`src/rtl/data_mem_arbiter.sv`:
```
// data_mem_arbiter: shares NUM_CHANNELS memory channels among NUM_CONSUMERS
// load/store units. Each channel runs a small FSM that grants one consumer,
// forwards its request to memory, and relays the completion back.
//
// Handshake: every request/completion pair is valid/ready. A requester holds
// valid (and its address/data) stable until it sees ready; the arbiter holds
// ready until it samples the requester's valid low, then frees the channel.
// On the memory side mem_*_valid/address/data stay stable from grant until
// mem_*_ready is sampled high.
module data_mem_arbiter #(
  parameter int NUM_CONSUMERS = 4,
  parameter int NUM_CHANNELS  = 1,
  parameter int ADDR_BITS     = 8,
  parameter int DATA_BITS     = 8,
  parameter int WRITE_ENABLE  = 1
) (
  input  logic                               clk,
  input  logic                               reset,
  input  logic [NUM_CONSUMERS-1:0]           consumer_read_valid,
  input  logic [NUM_CONSUMERS*ADDR_BITS-1:0] consumer_read_address,
  output logic [NUM_CONSUMERS-1:0]           consumer_read_ready,
  output logic [NUM_CONSUMERS*DATA_BITS-1:0] consumer_read_data,
  input  logic [NUM_CONSUMERS-1:0]           consumer_write_valid,
  input  logic [NUM_CONSUMERS*ADDR_BITS-1:0] consumer_write_address,
  input  logic [NUM_CONSUMERS*DATA_BITS-1:0] consumer_write_data,
  output logic [NUM_CONSUMERS-1:0]           consumer_write_ready,
  output logic [NUM_CHANNELS-1:0]            mem_read_valid,
  output logic [NUM_CHANNELS*ADDR_BITS-1:0]  mem_read_address,
  input  logic [NUM_CHANNELS-1:0]            mem_read_ready,
  input  logic [NUM_CHANNELS*DATA_BITS-1:0]  mem_read_data,
  output logic [NUM_CHANNELS-1:0]            mem_write_valid,
  output logic [NUM_CHANNELS*ADDR_BITS-1:0]  mem_write_address,
  output logic [NUM_CHANNELS*DATA_BITS-1:0]  mem_write_data,
  input  logic [NUM_CHANNELS-1:0]            mem_write_ready
);

  localparam int   ID_W  = (NUM_CONSUMERS > 1) ? $clog2(NUM_CONSUMERS) : 1;
  localparam logic WR_EN = (WRITE_ENABLE != 0);

  typedef enum logic [2:0] {
    ST_IDLE,
    ST_READ_WAIT,
    ST_WRITE_WAIT,
    ST_READ_RELAY,
    ST_WRITE_RELAY
  } state_t;

  // Per-channel state and owner; state_q is the debug view of every FSM.
  state_t                    state_q [NUM_CHANNELS];
  state_t                    state_d [NUM_CHANNELS];
  logic   [ID_W-1:0]         id_q    [NUM_CHANNELS];
  logic   [ID_W-1:0]         id_d    [NUM_CHANNELS];
  logic   [NUM_CONSUMERS-1:0] claim_q, claim_d;

  // Next values of the registered outputs.
  logic [NUM_CONSUMERS-1:0]           rd_ready_d, wr_ready_d;
  logic [NUM_CONSUMERS*DATA_BITS-1:0] rd_data_d;
  logic [NUM_CHANNELS-1:0]            mrv_d, mwv_d;
  logic [NUM_CHANNELS*ADDR_BITS-1:0]  mra_d, mwa_d;
  logic [NUM_CHANNELS*DATA_BITS-1:0]  mwd_d;

  // Scratch for the in-order channel scan.
  logic [NUM_CONSUMERS-1:0] taken;
  logic                     found;
  logic [NUM_CONSUMERS-1:0] write_req;

  // A read-only build never sees a write request at all.
  assign write_req = WR_EN ? consumer_write_valid : '0;

  // Next-state logic: channels scanned in index order so a consumer granted to
  // a lower channel is hidden from higher channels in the same cycle.
  always_comb begin
    state_d    = state_q;
    id_d       = id_q;
    claim_d    = claim_q;
    taken      = claim_q;
    found      = 1'b0;
    rd_ready_d = consumer_read_ready;
    wr_ready_d = consumer_write_ready;
    rd_data_d  = consumer_read_data;
    mrv_d      = mem_read_valid;
    mra_d      = mem_read_address;
    mwv_d      = mem_write_valid;
    mwa_d      = mem_write_address;
    mwd_d      = mem_write_data;
    for (int c = 0; c < NUM_CHANNELS; c++) begin
      found = 1'b0;
      case (state_q[c])
        ST_IDLE: begin
          for (int i = 0; i < NUM_CONSUMERS; i++) begin
            if (!found && !taken[i] && (consumer_read_valid[i] || write_req[i])) begin
              found      = 1'b1;
              taken[i]   = 1'b1;
              claim_d[i] = 1'b1;
              id_d[c]    = ID_W'(i);
              // Read wins when both are pending; the write follows later.
              if (consumer_read_valid[i]) begin
                mrv_d[c] = 1'b1;
                mra_d[c*ADDR_BITS +: ADDR_BITS] = consumer_read_address[i*ADDR_BITS +: ADDR_BITS];
                state_d[c] = ST_READ_WAIT;
              end else begin
                mwv_d[c] = 1'b1;
                mwa_d[c*ADDR_BITS +: ADDR_BITS] = consumer_write_address[i*ADDR_BITS +: ADDR_BITS];
                mwd_d[c*DATA_BITS +: DATA_BITS] = consumer_write_data[i*DATA_BITS +: DATA_BITS];
                state_d[c] = ST_WRITE_WAIT;
              end
            end
          end
        end
        ST_READ_WAIT: begin
          if (mem_read_ready[c]) begin
            mrv_d[c] = 1'b0;
            for (int i = 0; i < NUM_CONSUMERS; i++) begin
              if (id_q[c] == ID_W'(i)) begin
                rd_data_d[i*DATA_BITS +: DATA_BITS] = mem_read_data[c*DATA_BITS +: DATA_BITS];
                rd_ready_d[i] = 1'b1;
              end
            end
            state_d[c] = ST_READ_RELAY;
          end
        end
        ST_WRITE_WAIT: begin
          if (mem_write_ready[c]) begin
            mwv_d[c] = 1'b0;
            for (int i = 0; i < NUM_CONSUMERS; i++) begin
              if (id_q[c] == ID_W'(i)) wr_ready_d[i] = 1'b1;
            end
            state_d[c] = ST_WRITE_RELAY;
          end
        end
        ST_READ_RELAY: begin
          for (int i = 0; i < NUM_CONSUMERS; i++) begin
            if (id_q[c] == ID_W'(i) && !consumer_read_valid[i]) begin
              rd_ready_d[i] = 1'b0;
              claim_d[i]    = 1'b0;
              state_d[c]    = ST_IDLE;
            end
          end
        end
        ST_WRITE_RELAY: begin
          for (int i = 0; i < NUM_CONSUMERS; i++) begin
            if (id_q[c] == ID_W'(i) && !consumer_write_valid[i]) begin
              wr_ready_d[i] = 1'b0;
              claim_d[i]    = 1'b0;
              state_d[c]    = ST_IDLE;
            end
          end
        end
        default: state_d[c] = ST_IDLE;
      endcase
    end
  end

  // State and output registers; reset abandons any in-flight transaction.
  always_ff @(posedge clk) begin
    if (!reset) begin
      for (int c = 0; c < NUM_CHANNELS; c++) begin
        state_q[c] <= ST_IDLE;
        id_q[c]    <= '0;
      end
      claim_q              <= '0;
      consumer_read_ready  <= '0;
      consumer_write_ready <= '0;
      consumer_read_data   <= '0;
      mem_read_valid       <= '0;
      mem_read_address     <= '0;
      mem_write_valid      <= '0;
      mem_write_address    <= '0;
      mem_write_data       <= '0;
    end else begin
      state_q              <= state_d;
      id_q                 <= id_d;
      claim_q              <= claim_d;
      consumer_read_ready  <= rd_ready_d;
      consumer_write_ready <= wr_ready_d;
      consumer_read_data   <= rd_data_d;
      mem_read_valid       <= mrv_d;
      mem_read_address     <= mra_d;
      mem_write_valid      <= mwv_d;
      mem_write_address    <= mwa_d;
      mem_write_data       <= mwd_d;
    end
  end

endmodule

```
`config.mk`:
```
export PLATFORM = sky130hd
export DESIGN_NAME = data_mem_arbiter
export DESIGN_NICKNAME = d
export VERILOG_FILES = /design/src/rtl/data_mem_arbiter.sv
export SDC_FILE = /design/constraint.sdc
export NUM_CORES = 1
export LEC_CHECK = 0
export ABC_AREA = 1
export BUFFER_PORTS_ARGS = -buffer_cell sky130_fd_sc_hd__buf_2
export CORE_MARGIN = 3
export CORE_UTILIZATION = 50
export CTS_CLUSTER_SIZE = 8
export DETAILED_ROUTE_END_ITERATION = 6
export HOLD_SLACK_MARGIN = 0.03
export PLACE_DENSITY = 0.84
export SLEW_MARGIN = 20
export SYNTH_ARGS = -nofsm -noshare
export SYNTH_HDL_FRONTEND = slang
export SYNTH_SLANG_ARGS = --single-unit
```
`constraint.sdc`:
```
create_clock -name clk -period 2.77 [get_ports clk]
set_input_delay 0.554 -clock clk [delete_from_list [all_inputs] [get_ports clk]]
set_output_delay 0.554 -clock clk [all_outputs]
set_load 0.01 [all_outputs]
```
After elaboration in Yosys (flattened, before gate mapping)
Index checks and enable logic that the tools add are counted.

Memory bits (read-only): 0. Memories kept: 0. Output and inout port bits: 66. Latch bits: 0. Bits in writable memories: 0. Register bits: 75.

Add/subtract/negate cells: 0. Multipliers: 0. Bitwise gates (word level): 0. Muxes and demuxes: 94. Shifts and indexed selects: 0. Eq/ne operators: 32. Reductions and logical operators: 62. Order comparisons: 0. Divide/modulo/power cells: 0.

Operators by type and width (number): $mux W8 (24); $reduce_and A4 Y1 (12); $ne A2 B2 Y1 const B (22); $mux W3 (14); $mux W1 (40); $mux W2 (8); $pmux W4 S2 (2); $logic_and A1 B1 Y1 (15); $logic_not A1 Y1 (15); $ne A5 B5 Y1 const B (3); $pmux W3 S5 (1); $pmux W4 S3 (1); $reduce_and A3 Y1 (4); $mux W4 (2); $reduce_bool A2 Y1 (4); $eq A3 B2 Y1 const B (2); $reduce_and A2 Y1 (3); $reduce_and A5 Y1 (1); $eq A2 B2 Y1 const B (2); $logic_or A1 B1 Y1 (4); $pmux W1 S2 (2); $reduce_bool A4 Y1 (1); $eq A3 B1 Y1 const B (1); $eq A3 B3 Y1 const B (1); 4 further kinds (4).

Depth between registers and ports, before layout
Gate-level depths: netlist (run 1).

Word-level depth: 19. Mapped depth: 13. Gate-level depth less buffers: 12.

Worst setup path after synthesis (run 1)
Ideal clock, no wire load.

Kind: input to register. From: input port consumer_write_valid[1]. To: register mem_write_address[1]. Arrival time: 1627 ps. Setup slack: 1011 ps. Setup time: 132 ps. Buffers on the path: 1. Cell stages on the path: 10. Path through: o21ai_1 > nand2_4 > inv_2 > nand3_4 > inv_2 > nand2_2 > clkbuf_2 > or2_0 > nand3_1 > a21oi_1.

Longest elaborated chain between the ends: 13. Elaborated cells on any way between the ends: 17. Those cells by class: 9 x mux; 8 x reduce/logical.

RTL lines: from (decl) (line 23) `input logic [NUM_CONSUMERS-1:0] consumer_write_valid,`; $logic_or A1 B1 Y1 (*) (line 91) `if (!found && !taken[i] && (consumer_read_valid[i] || write_req[i])) begin`; $logic_and A1 B1 Y1 (*) (line 91); $mux W1 (line 91); $mux W1 (line 88) `case (state_q[c])`; $logic_not A1 Y1 (line 91); $logic_and A1 B1 Y1 (2 in a row) (line 91); $mux W1 (line 91); $mux W1 (line 88); $logic_not A1 Y1 (line 91); $logic_and A1 B1 Y1 (2 in a row) (line 91); $mux W8 (*) (line 91); to (signal assigned) (line 180) `mem_write_address <= mwa_d;`; to (decl) (line 32) `output logic [NUM_CHANNELS*ADDR_BITS-1:0] mem_write_address,`.

Every way passes the cells marked *; elsewhere a longest branch is shown, timed or not. The select of a mux whose other input is x is not followed. A chain may end at the register's enable or synchronous reset.

Final worst setup path (run 1)
From: input port consumer_read_valid[1]. To: register mem_write_address[5].

Longest elaborated chain between the ends: 13. Elaborated cells on any way between the ends: 18. Those cells by class: 10 x mux; 8 x reduce/logical.

RTL lines: from (decl) (line 19) `input logic [NUM_CONSUMERS-1:0] consumer_read_valid,`; $logic_or A1 B1 Y1 (line 91); $logic_and A1 B1 Y1 (line 91); $mux W1 (line 91); $mux W1 (line 88); $logic_not A1 Y1 (line 91); $logic_and A1 B1 Y1 (2 in a row) (line 91); $mux W1 (line 91); $mux W1 (line 88); $logic_not A1 Y1 (line 91); $logic_and A1 B1 Y1 (2 in a row) (line 91); $mux W8 (*) (line 91).

Marks and branches as above.

==> out/qor.csv, run 1 <==
stage,metric,value,unit
outcome,outcome,completed,
logic_synthesis,synthFlopType,dfxtp_1,
pwr,total_power,0.004364,W
timing,drv_slew,0,
logic_synthesis,ys_warn_count,0,
drt,num_vias,5087,
placed_design,portBuffers,181,
drt,drc,0,
setup_path,critPathKind,in -> reg,
timing,tightest_slew,0.6294,ns
setup_path,crit_path_start,consumer_read_valid[1],
global_route,grt_max_degree,57,
timing,setup_violations,0,
clock_tree,cts_setup_buffers,0,
die,fp.dieW,97.25,um
setup_path,crit_chain,buf_2 > o21ai_1 > nand2_4 > inv_2 > nand3_4 > inv_2 > nand2_2 > or2_2 > nand3_1 > a21oi_1,
logic_synthesis,yosysUniqueCellTypes,31,
setup_path,crit_path_end_kind,flip-flop,
clock_tree,htreeDepth,3,
timing,relSlewSlack,57.92,%
placed_design,dp_hpwl,10.49,mm
setup_path,cp_max_fo,32,
pwr,leakage,2.804,nW
global_route,grt-ovfl-total,0,
clock_tree,worstSkewPairLatency,0.35,ns
global_route,grt_pass1_vias,4685,
setup_path,cp_data_required_time,2.99,ns
setup_path,worst_setup_path_start_kind,input port,
setup_path,rr_startpoint,claim_q[1]$_SDFFE_PN0P_,
clock_tree,numCtsBuffers,9,
run,cap_violations,0,
drt,vias_per_cell,5.458,
worst_hold_path,timing.hold.worst.start,consumer_write_ready[3]$_SDFFE_PN0P_,
logic_synthesis,syn_area_per_cell,6.365,um2
logic_synthesis,synth_edf_count,0,
timing,fmax,479.3,MHz
pwr,ir_drop,0.0003902,V
setup_path,critPathMaxStageDelay,0.40,ns
die,io_pins,182,
setup_path,worstPathArrival,2.31,ns
die,die_height,97.25,um
pwr,p_per_area,819.4,mW/mm2
setup_path,slowest_stage,or2_2,
logic_synthesis,synth-seq-cells,75,
drt,first_pass_iters,5,
worst_hold_path,min_path_type,reg -> reg,
timing,post-route-min-period,2.087,ns
timing,fin_setup_tns,0,ns
logic_synthesis,synth_nets,770,
clock_tree,path_clk_slew,0.09,ns
clock_tree,cts_resized,0,
timing,clock_skew,0.009239,ns
setup_path,cpMostUsedCell,inv_2,
final_layout,nets,940,
global_route,grt_pass1_wl,22.47,mm
clock_tree,cts_root_buf,clkbuf_8,
final_layout,drive_gt1_share,27.50,%
timing,rsz0062_at_grt,no,
die,start_util,52.78,%
clock_tree,postCtsHoldBufs,0,
clock_tree,cts_tree,built,
logic_synthesis,synthArstFlopShare,0,%
setup_path,critPathBufInv,3,
die,num_rows,32,
global_route,antenna_found_initial,1,
logic_synthesis,synth.yosys.seq_area_share,36.07,%
drt,drt-total-wl,14.21,mm
placed_design,place.gp.congestion,0.9452,
drt,detail_route.wl_per_cell,15.24,um
setup_path,critPathTopFamily,simple AND/OR/NAND/NOR gates,
die,dieArea,0.009457,mm2
clock_tree,clock_path_buffers,2,
timing,period_share,75.33,%
die,core-area,0.007888,mm2
logic_synthesis,synth_cells,654,
logic_synthesis,syn_area,0.004163,mm2
drt,drt_iter0_markers,346,
drt,ant_nets,0,
final_layout,syn2layout_area_growth,27.95,%
clock_tree,cts.sinks,75,
global_route,track_usage,28.50,%
timing,finalHoldViolations,0,
tightest hold or removal path: cells and delay by family, from the launching register on:
kind | cells | cell delay [ns]
AO/OA/AOI/OAI | 1 | 0.05
flip-flops | 1 | 0.31
buffers and inverters | 1 | 0.04
where the power goes:
group	internal, W	switching, W
sequential	0.00132	0.000175
clock	0.000458	0.000452
combinational	0.000710	0.00125
flip-flops by register name (all words and copies together), names as in the netlist, 2 cells and up:
signal                count
mem_write_address         8
mem_read_address          8
state_q                   3
id_q                      2
consumer_write_ready      4
mem_write_data            8
consumer_read_ready       4
claim_q                   4
consumer_read_data       32
cell usage after synthesis (2+ instances only):
master	instances	area [um2]
nand4_1	7	43.79
buf_1	3	11.26
clkbuf_1	10	37.54
nor2_1	102	382.9
inv_2	8	30.03
or2_2	3	18.77
inv_1	49	183.9
clkbuf_2	3	15.01
dfxtp_1	75	1501
nor2_4	4	45.04
nand2_2	2	12.51
or2_0	8	50.05
nand2_1	142	533.0
a31oi_1	2	12.51
o21ai_1	2	10.01
o211ai_1	12	90.09
buf_6	2	22.52
a21oi_1	47	235.2
nand3_1	47	235.2
clkinv_1	2	7.510
buf_2	11	55.05
o21ai_0	104	520.5
logic make-up after synthesis:
group | after synthesis | share of synthesized area [%]
AOI/OAI and AO/OA | 170 | 21.64
buffers and inverters | 89 | 8.897
DFF | 75 | 36.07
and+or+nand+nor | 320 | 33.39
per-stage QoR:
step | cells | setup slack (ns) | hold slack (ns) | cell area (um2) | util [%]
floorplan | 654 | 1.011 | 0.4660 | 4163 | -
global placement | 915 | 0.4257 | 0.4382 | 5115 | 64.85
detailed placement | 915 | 0.3442 | 0.4443 | 5115 | 64.85
CTS | 931 | 0.7163 | 0.4572 | 5324 | 67.50
global route | 932 | 0.5392 | 0.4813 | 5326 | 67.53
finish | 932 | 0.6834 | 0.4510 | 5326 | 67.53
layout by cell type, fill, tap and decap left out:
cell / netlist / final
o21ai_1: 2 / 2
o211ai_1: 12 / 12
buf_2: 11 / 181
inv_1: 49 / 49
nand3_2: 1 / 1
nor2_1: 102 / 101
a311oi_1: 1 / 1
nand3_1: 47 / 47
a31oi_1: 2 / 2
nor2_8: 1 / 1
a21oi_1: 47 / 47
or2_2: 3 / 3
clkbuf_1: 10 / 1
dfxtp_1: 75 / 75
a211oi_1: 1 / 1
o21ai_4: 1 / 1
o21ai_0: 104 / 104
clkinv_1: 2 / 2
nor3_2: 1 / 1
bufinv_16: 0 / 1
or2_0: 8 / 8
diode_2: 0 / 1
inv_2: 8 / 8
nor2_4: 4 / 5
inv_6: 0 / 3
nand3_4: 1 / 1
nand2_4: 1 / 1
buf_4: 1 / 8
clkbuf_8: 0 / 10
nand4_1: 7 / 7
nand2_1: 142 / 142
nand2_2: 2 / 2
inv_8: 0 / 1
layer usage:
metal / wire length [um] / track usage, % / part of all wire (%)
met2: 6924 / 48.20 / 49
met4: 382 / 12.46 / 2.7
met5: 0 / 0 / 0
met1: 5637 / 34.69 / 40
met3: 1260 / 6.461 / 8.9
path summary, 6_finish.rpt:
path                            slack (ns)                                    to  depth (start not counted)
worst max-delay path                  0.68     mem_write_address[5]$_SDFFE_PN0P_                         10
worst min-delay path                  0.45  consumer_write_ready[3]$_SDFFE_PN0P_                          2
worst max register to register        0.72     mem_write_address[5]$_SDFFE_PN0P_                         10
worst min register to register        0.45  consumer_write_ready[3]$_SDFFE_PN0P_                          2
area by class of cell:
class                      instances  area [um2]
fill                             738        2561
multi-input combinational        490        2298
sequential                        75        1501
timing repair buffer             189       965.9
inverter                          59       221.5
clock buffer                      11       141.4
tap                              102       127.6
clock inverter                     5       67.56
antenna                            1       2.502
Power figures use the tool's default switching activity.
==> run 2, diff against run 1 <==
ABC_AREA = 0   (was 1)
CORE_UTILIZATION = 43   (was 50)
PLACE_DENSITY = 0.76   (was 0.84)
clock period = 1.9 ns   (was 2.77 ns; I/O delays follow)
==> out/qor.csv, run 2 <==
stage,metric,value,unit
global_route,grt_pass1_vias,4799,
logic_synthesis,synth_edf_count,0,
setup_path,crit_path_end_kind,flip-flop,
setup_path,rr_startpoint,claim_q[1]$_SDFFE_PN0P_,
drt,first_pass_iters,6,
setup_path,worst_setup_path_start_kind,flip-flop,
global_route,antenna_found_initial,0,
logic_synthesis,synth.yosys.seq_area_share,35.83,%
die,core-area,0.009371,mm2
die,die_height,104.7,um
logic_synthesis,yosysUniqueCellTypes,52,
final_layout,layout_commonest_cell,buf_2,
placed_design,place.gp.congestion,0.9694,
timing,rsz0062_at_grt,no,
final_layout,utilization,61.21,%
setup_path,crit_chain,or3b_4 > or2_4 > buf_12 > a211oi_1 > o221ai_1 > a21oi_1,
logic_synthesis,synth_area_leader_cell,dfxtp_1,
setup_path,cp_data_required_time,2.19,ns
timing,finalHoldViolations,0,
timing,whs,0.2880,ns
drt,num_vias,5035,
setup_path,reg2regPathDepth,6,
timing,drv_slew,0,
timing,fin_setup_tns,0,ns
global_route,grt-ovfl-total,0,
global_route,grt_pass1_wl,24.34,mm
timing,setup_violations,0,
worst_hold_path,timing.hold.worst.start,mem_read_data[7],
final_layout,regMostFlops,consumer_read_data,
clock_tree,numCtsBuffers,9,
placed_design,portBuffers,181,
logic_synthesis,syn_area,0.004190,mm2
worst_hold_path,worstHoldEndpoint,consumer_read_data[7]$_SDFFE_PN0P_,
pwr,p_per_area,1129,mW/mm2
setup_path,slowest_stage,or3b_4,
clock_tree,clock_path_buffers,2,
drt,vias_per_cell,5.709,
logic_synthesis,synthArstFlopShare,0,%
clock_tree,cts_tree,built,
global_route,track_usage,26.90,%
drt,detail_route.wl_per_cell,17.02,um
drt,drc,0,
final_layout,antennaDiodeCount,0,
setup_path,worstPathArrival,2.08,ns
timing,period_share,94.38,%
run,cap_violations,0,
pwr,leakage,2.424,nW
logic_synthesis,yosysMostFrequentCell,nand2_1,
logic_synthesis,synth-seq-cells,75,
setup_path,cp_max_fo,13,
worst_hold_path,min_path_type,in -> reg,
logic_synthesis,synthFlopType,dfxtp_1,
clock_tree,path_clk_slew,0.09,ns
timing,fmax,557.7,MHz
clock_tree,cts.sinks,75,
die,io_pins,182,
clock_tree,cts_root_buf,clkbuf_8,
timing,relSlewSlack,63.99,%
timing,clock_skew,0.01422,ns
setup_path,r2r_slack,0.11,ns
drt,drt-total-wl,15.01,mm
final_layout,final_cell_mix,"buf_2, nand2_1, a21oi_1",
clock_tree,worstSkewPairLatency,0.36,ns
die,start_util,44.71,%
die,num_rows,35,
logic_synthesis,yosys-top-cells-area,"dfxtp_1, a21oi_1, nand2_1",
logic_synthesis,yosys.area.top_type_share,35.83,%
setup_path,critPathMaxStageDelay,0.42,ns
clock_tree,postCtsHoldBufs,0,
timing,tightest_slew,0.5390,ns
logic_synthesis,ys_warn_count,0,
logic_synthesis,synth_cells,548,
timing,post-route-min-period,1.793,ns
die,dieArea,0.01097,mm2
placed_design,place_area,0.005529,mm2
logic_synthesis,synth_common_cells,"nand2_1, a21oi_1, dfxtp_1",
setup_path,critPathKind,reg -> reg,
logic_synthesis,synth_nets,664,
drt,drt_iter0_markers,378,
global_route,grt_max_degree,45,
final_layout,final_area,0.005737,mm2
setup_path,r2r-end,mem_write_data[3]$_SDFFE_PN0P_,
outcome,outcome,completed,
placed_design,dp_hpwl,11.37,mm
final_layout,nets,864,
final_layout,drive_gt1_share,37.32,%
pwr,ir_drop,0.0006896,V
worst_hold_path,hold_path_depth,3,
die,fp.dieW,104.7,um
logic_synthesis,syn_area_per_cell,7.646,um2
final_layout,syn2layout_area_growth,36.91,%
clock_tree,htreeDepth,3,
drt,ant_nets,0,
final_layout,largest_register_ffs,32,
[run 2: area by class of cell]
type / instances / area [um2]
clock buffer: 10 / 137.6
clock inverter: 6 / 47.55
fill: 888 / 3635
inverter: 5 / 18.77
multi-input combinational: 424 / 2509
sequential: 75 / 1504
tap: 129 / 161.4
timing repair buffer: 233 / 1359
[run 2: cells by family (layout without fill, tap and decap cells)]
kind of cell | after synthesis | after routing | synth area share (%)
DFF | 75 | 75 | 35.83
muxes | 26 | 26 | 6.898
and+or+nand+nor | 201 | 201 | 21.98
buffers and inverters | 49 | 254 | 5.225
AOI/OAI and AO/OA | 197 | 197 | 30.07
[run 2: worst max path at each step]
stage / slack, ns / from / to / cells after the start
2_1_floorplan: 0.005 / consumer_read_valid[0] / claim_q[2]$_SDFFE_PN0P_ / 6
3_3_place_gp: -0.004 / consumer_write_valid[0] / claim_q[2]$_SDFFE_PN0P_ / 6
3_5_place_dp: -0.09 / consumer_read_valid[1] / mem_write_address[7]$_SDFFE_PN0P_ / 7
4_1_cts: 0.02 / claim_q[1]$_SDFFE_PN0P_ / mem_write_address[7]$_SDFFE_PN0P_ / 6
5_1_grt: 0.003 / claim_q[1]$_SDFFE_PN0P_ / mem_write_address[7]$_SDFFE_PN0P_ / 6
6_report: 0.11 / claim_q[1]$_SDFFE_PN0P_ / mem_write_data[3]$_SDFFE_PN0P_ / 6
[run 2: metrics by stage]
step	setup slack [ns]	total power [W]	cells
2_1_floorplan	0.005483	0.004064	548
3_3_place_gp	-0.003994	0.005172	866
3_5_place_dp	-0.08756	0.005246	866
4_1_cts	0.02449	0.006442	882
5_1_grt	0.002871	0.006879	882
6_report	0.1068	0.006474	882
[run 2: worst max-delay path: cells and delay by family, from the launching register on]
family,cells,cell delay (ns)
buffers and inverters,1,0.16
DFF,1,0.36
and+or+nand+nor,2,0.68
AOI/OAI and AO/OA,3,0.53
[run 2: metal layers]
layer | GRT usage (%) | vias to the layer above | share of wire, %
met3 | 5.868 | 24 | 9.4
met2 | 46.17 | 290 | 48
li1 | - | 2390 | -
met4 | 7.029 | 0 | 1.4
met5 | 0 | - | 0
met1 | 34.26 | 2331 | 41
[run 2: report_power, final]
group	leakage, nW	switching [W]	internal (W)
clock	0.0933	0.000665	0.000522
combinational	1.72	0.00176	0.00137
sequential	0.611	0.000240	0.00191
[run 2: timing repair]
item,4_1_cts,5_1_grt
gates cloned,0,0
setup endpoints to repair,1,16
gates resized for setup,1,6
setup buffers,0,0
pin swaps,0,1
==> run 3, diff against run 2 <==
CELL_PAD_IN_SITES_DETAIL_PLACEMENT = 1   (was not set)
CELL_PAD_IN_SITES_GLOBAL_PLACEMENT = 1   (was not set)
CORE_ASPECT_RATIO = 1.5   (was not set)
CORE_UTILIZATION = 30   (was 43)
PLACE_DENSITY = not set   (was 0.76)
PLACE_DENSITY_LB_ADDON = 0.1   (was not set)
==> out/qor.csv, run 3 (synthesis gave the netlist of run 2 again) <==
stage,metric,value,unit
die,core-area,0.01360,mm2
pwr,power_frac_seq,30.2,%
clock_tree,worstSkewPairLatency,0.35,ns
pwr,leakage,2.482,nW
final_layout,regMostFlops,consumer_read_data,
final_layout,fill_cells,1722,
timing,timing.final.ws_setup,0.09280,ns
drt,ant_nets,0,
die,start_util,30.82,%
setup_path,cp_data_required_time,2.18,ns
final_layout,largest_register_ffs,32,
final_layout,antennaDiodeCount,0,
timing,relSlewSlack,60.29,%
timing,period_share,95.12,%
pwr,p_per_area,1221,mW/mm2
placed_design,place_inst,897,
drt,vias_per_cell,5.489,
die,dieArea,0.01545,mm2
setup_path,r2r_slack,0.09,ns
global_route,grt-ovfl-total,0,
placed_design,dp_hpwl,13.56,mm
clock_tree,cts.sinks,75,
final_layout,final_cell_mix,"buf_2, nand2_1, a21oi_1",
setup_path,worstPathArrival,2.08,ns
global_route,track_usage,22.61,%
worst_hold_path,min_path_type,in -> reg,
global_route,grt_pass1_vias,5295,
clock_tree,cts_root_buf,clkbuf_16,
setup_path,critPathKind,reg -> reg,
pwr,p_int,0.004335,W
timing,finalHoldViolations,0,
placed_design,place.gp.congestion,0.8803,
die,fp.dieW,102.5,um
timing,tightest_slew,0.5944,ns
pwr,p_comb_share,44.3,%
timing,post-route-min-period,1.807,ns
final_layout,utilization,43.35,%
final_layout,drive_gt1_share,36.70,%
final_layout,syn2layout_area_growth,40.67,%
drt,first_pass_iters,4,
drt,detail_route.wl_per_cell,19.45,um
timing,drv_slew,0,
die,num_rows,52,
timing,rsz0062_at_grt,yes,
clock_tree,path_clk_slew,0.07,ns
clock_tree,numCtsBuffers,9,
drt,num_vias,5017,
pwr,clkPwrFrac,25.5,%
global_route,grt_max_degree,33,
die,io_pins,182,
clock_tree,htreeDepth,3,
clock_tree,cts_tree,built,
run,cap_violations,0,
pwr,p_switching,0.002864,W
pwr,ir_drop,0.0004129,V
timing,clock_skew,0.01523,ns
global_route,grt_pass1_wl,27.23,mm
placed_design,portBuffers,181,
die,die_height,150.7,um
final_layout,nets,863,
drt,drt_iter0_markers,148,
outcome,outcome,completed,
pwr,p_sw_share,39.78,%
drt,drc,0,
placed_design,dp_slack,-0.1117,ns
final_layout,fin_cells,914,
setup_path,crit_path_end_kind,flip-flop,
timing,setup_violations,0,
drt,drt-total-wl,17.77,mm
global_route,antenna_found_initial,0,
clock_tree,clock_path_buffers,2,
final_layout,layout_commonest_cell,buf_2,
setup_path,cp_max_fo,5,
timing,fmax,553.3,MHz
setup_path,worst_setup_path_start_kind,flip-flop,
clock_tree,postCtsHoldBufs,0,
==> run 3: power by group through the flow <==
stage               registers (W)  logic [W]  clock network (W)
floorplan                 0.00228    0.00178                  0
global placement          0.00219    0.00311                  0
detailed placement        0.00221    0.00319                  0
CTS                       0.00217    0.00320            0.00189
global route              0.00222    0.00352            0.00196
finish                    0.00217    0.00319            0.00183
==> run 3: layout make-up <==
cell class	count	area, um2	share of cell area [%]
clock buffer	9	225.2	3.821
multi-input combinational	424	2499	42.39
tap	162	202.7	3.439
clock inverter	7	95.09	1.613
sequential	75	1503	25.49
inverter	5	18.77	0.3184
timing repair buffer	232	1351	22.93
==> run 3: worst max-delay path, stage by stage (launching register included) <==
cell and delay [ns]:
dfxtp_1 0.38, o21ba_2 0.19, or2_2 0.31, o311ai_0 0.53
buf_4 0.20, a22oi_1 0.05, nor2_1 0.09
==> run 3: per-layer routing <==
layer	vias to the layer above	global-route usage [%]	part of all wire (%)
met5	-	0	0
met4	0	8.995	2.6
met3	30	4.451	4.7
li1	2395	-	-
met1	2443	23.85	38
met2	149	42.66	55
==> run 3: repair_timing <==
item                                    CTS  global route
buffers inserted                          0             1
endpoints found under the setup margin    0            13
resized for setup                         0             3
==> run 3: worst paths after layout <==
check / startpoint / endpoint / cells after the start
max: claim_q[1]$_SDFFE_PN0P_ / mem_write_valid$_SDFFE_PN0P_ / 6
min: mem_read_data[5] / consumer_read_data[29]$_SDFFE_PN0P_ / 3
max reg2reg: claim_q[1]$_SDFFE_PN0P_ / mem_write_valid$_SDFFE_PN0P_ / 6
min reg2reg: consumer_read_data[2]$_SDFFE_PN0P_ / consumer_read_data[2]$_SDFFE_PN0P_ / 2
==> run 3: through the flow <==
step	TNS (ns)	hold slack (ns)	instance area, um2	power (W)
after floorplan	0	0.4734	4202	0.004064
after global placement	-0.1355	0.4397	5555	0.005297
after detailed placement	-1.297	0.4462	5555	0.005398
after CTS	0	0.2949	5876	0.007266
after global routing	-0.006279	0.3092	5894	0.007696
final	0	0.3025	5894	0.007199
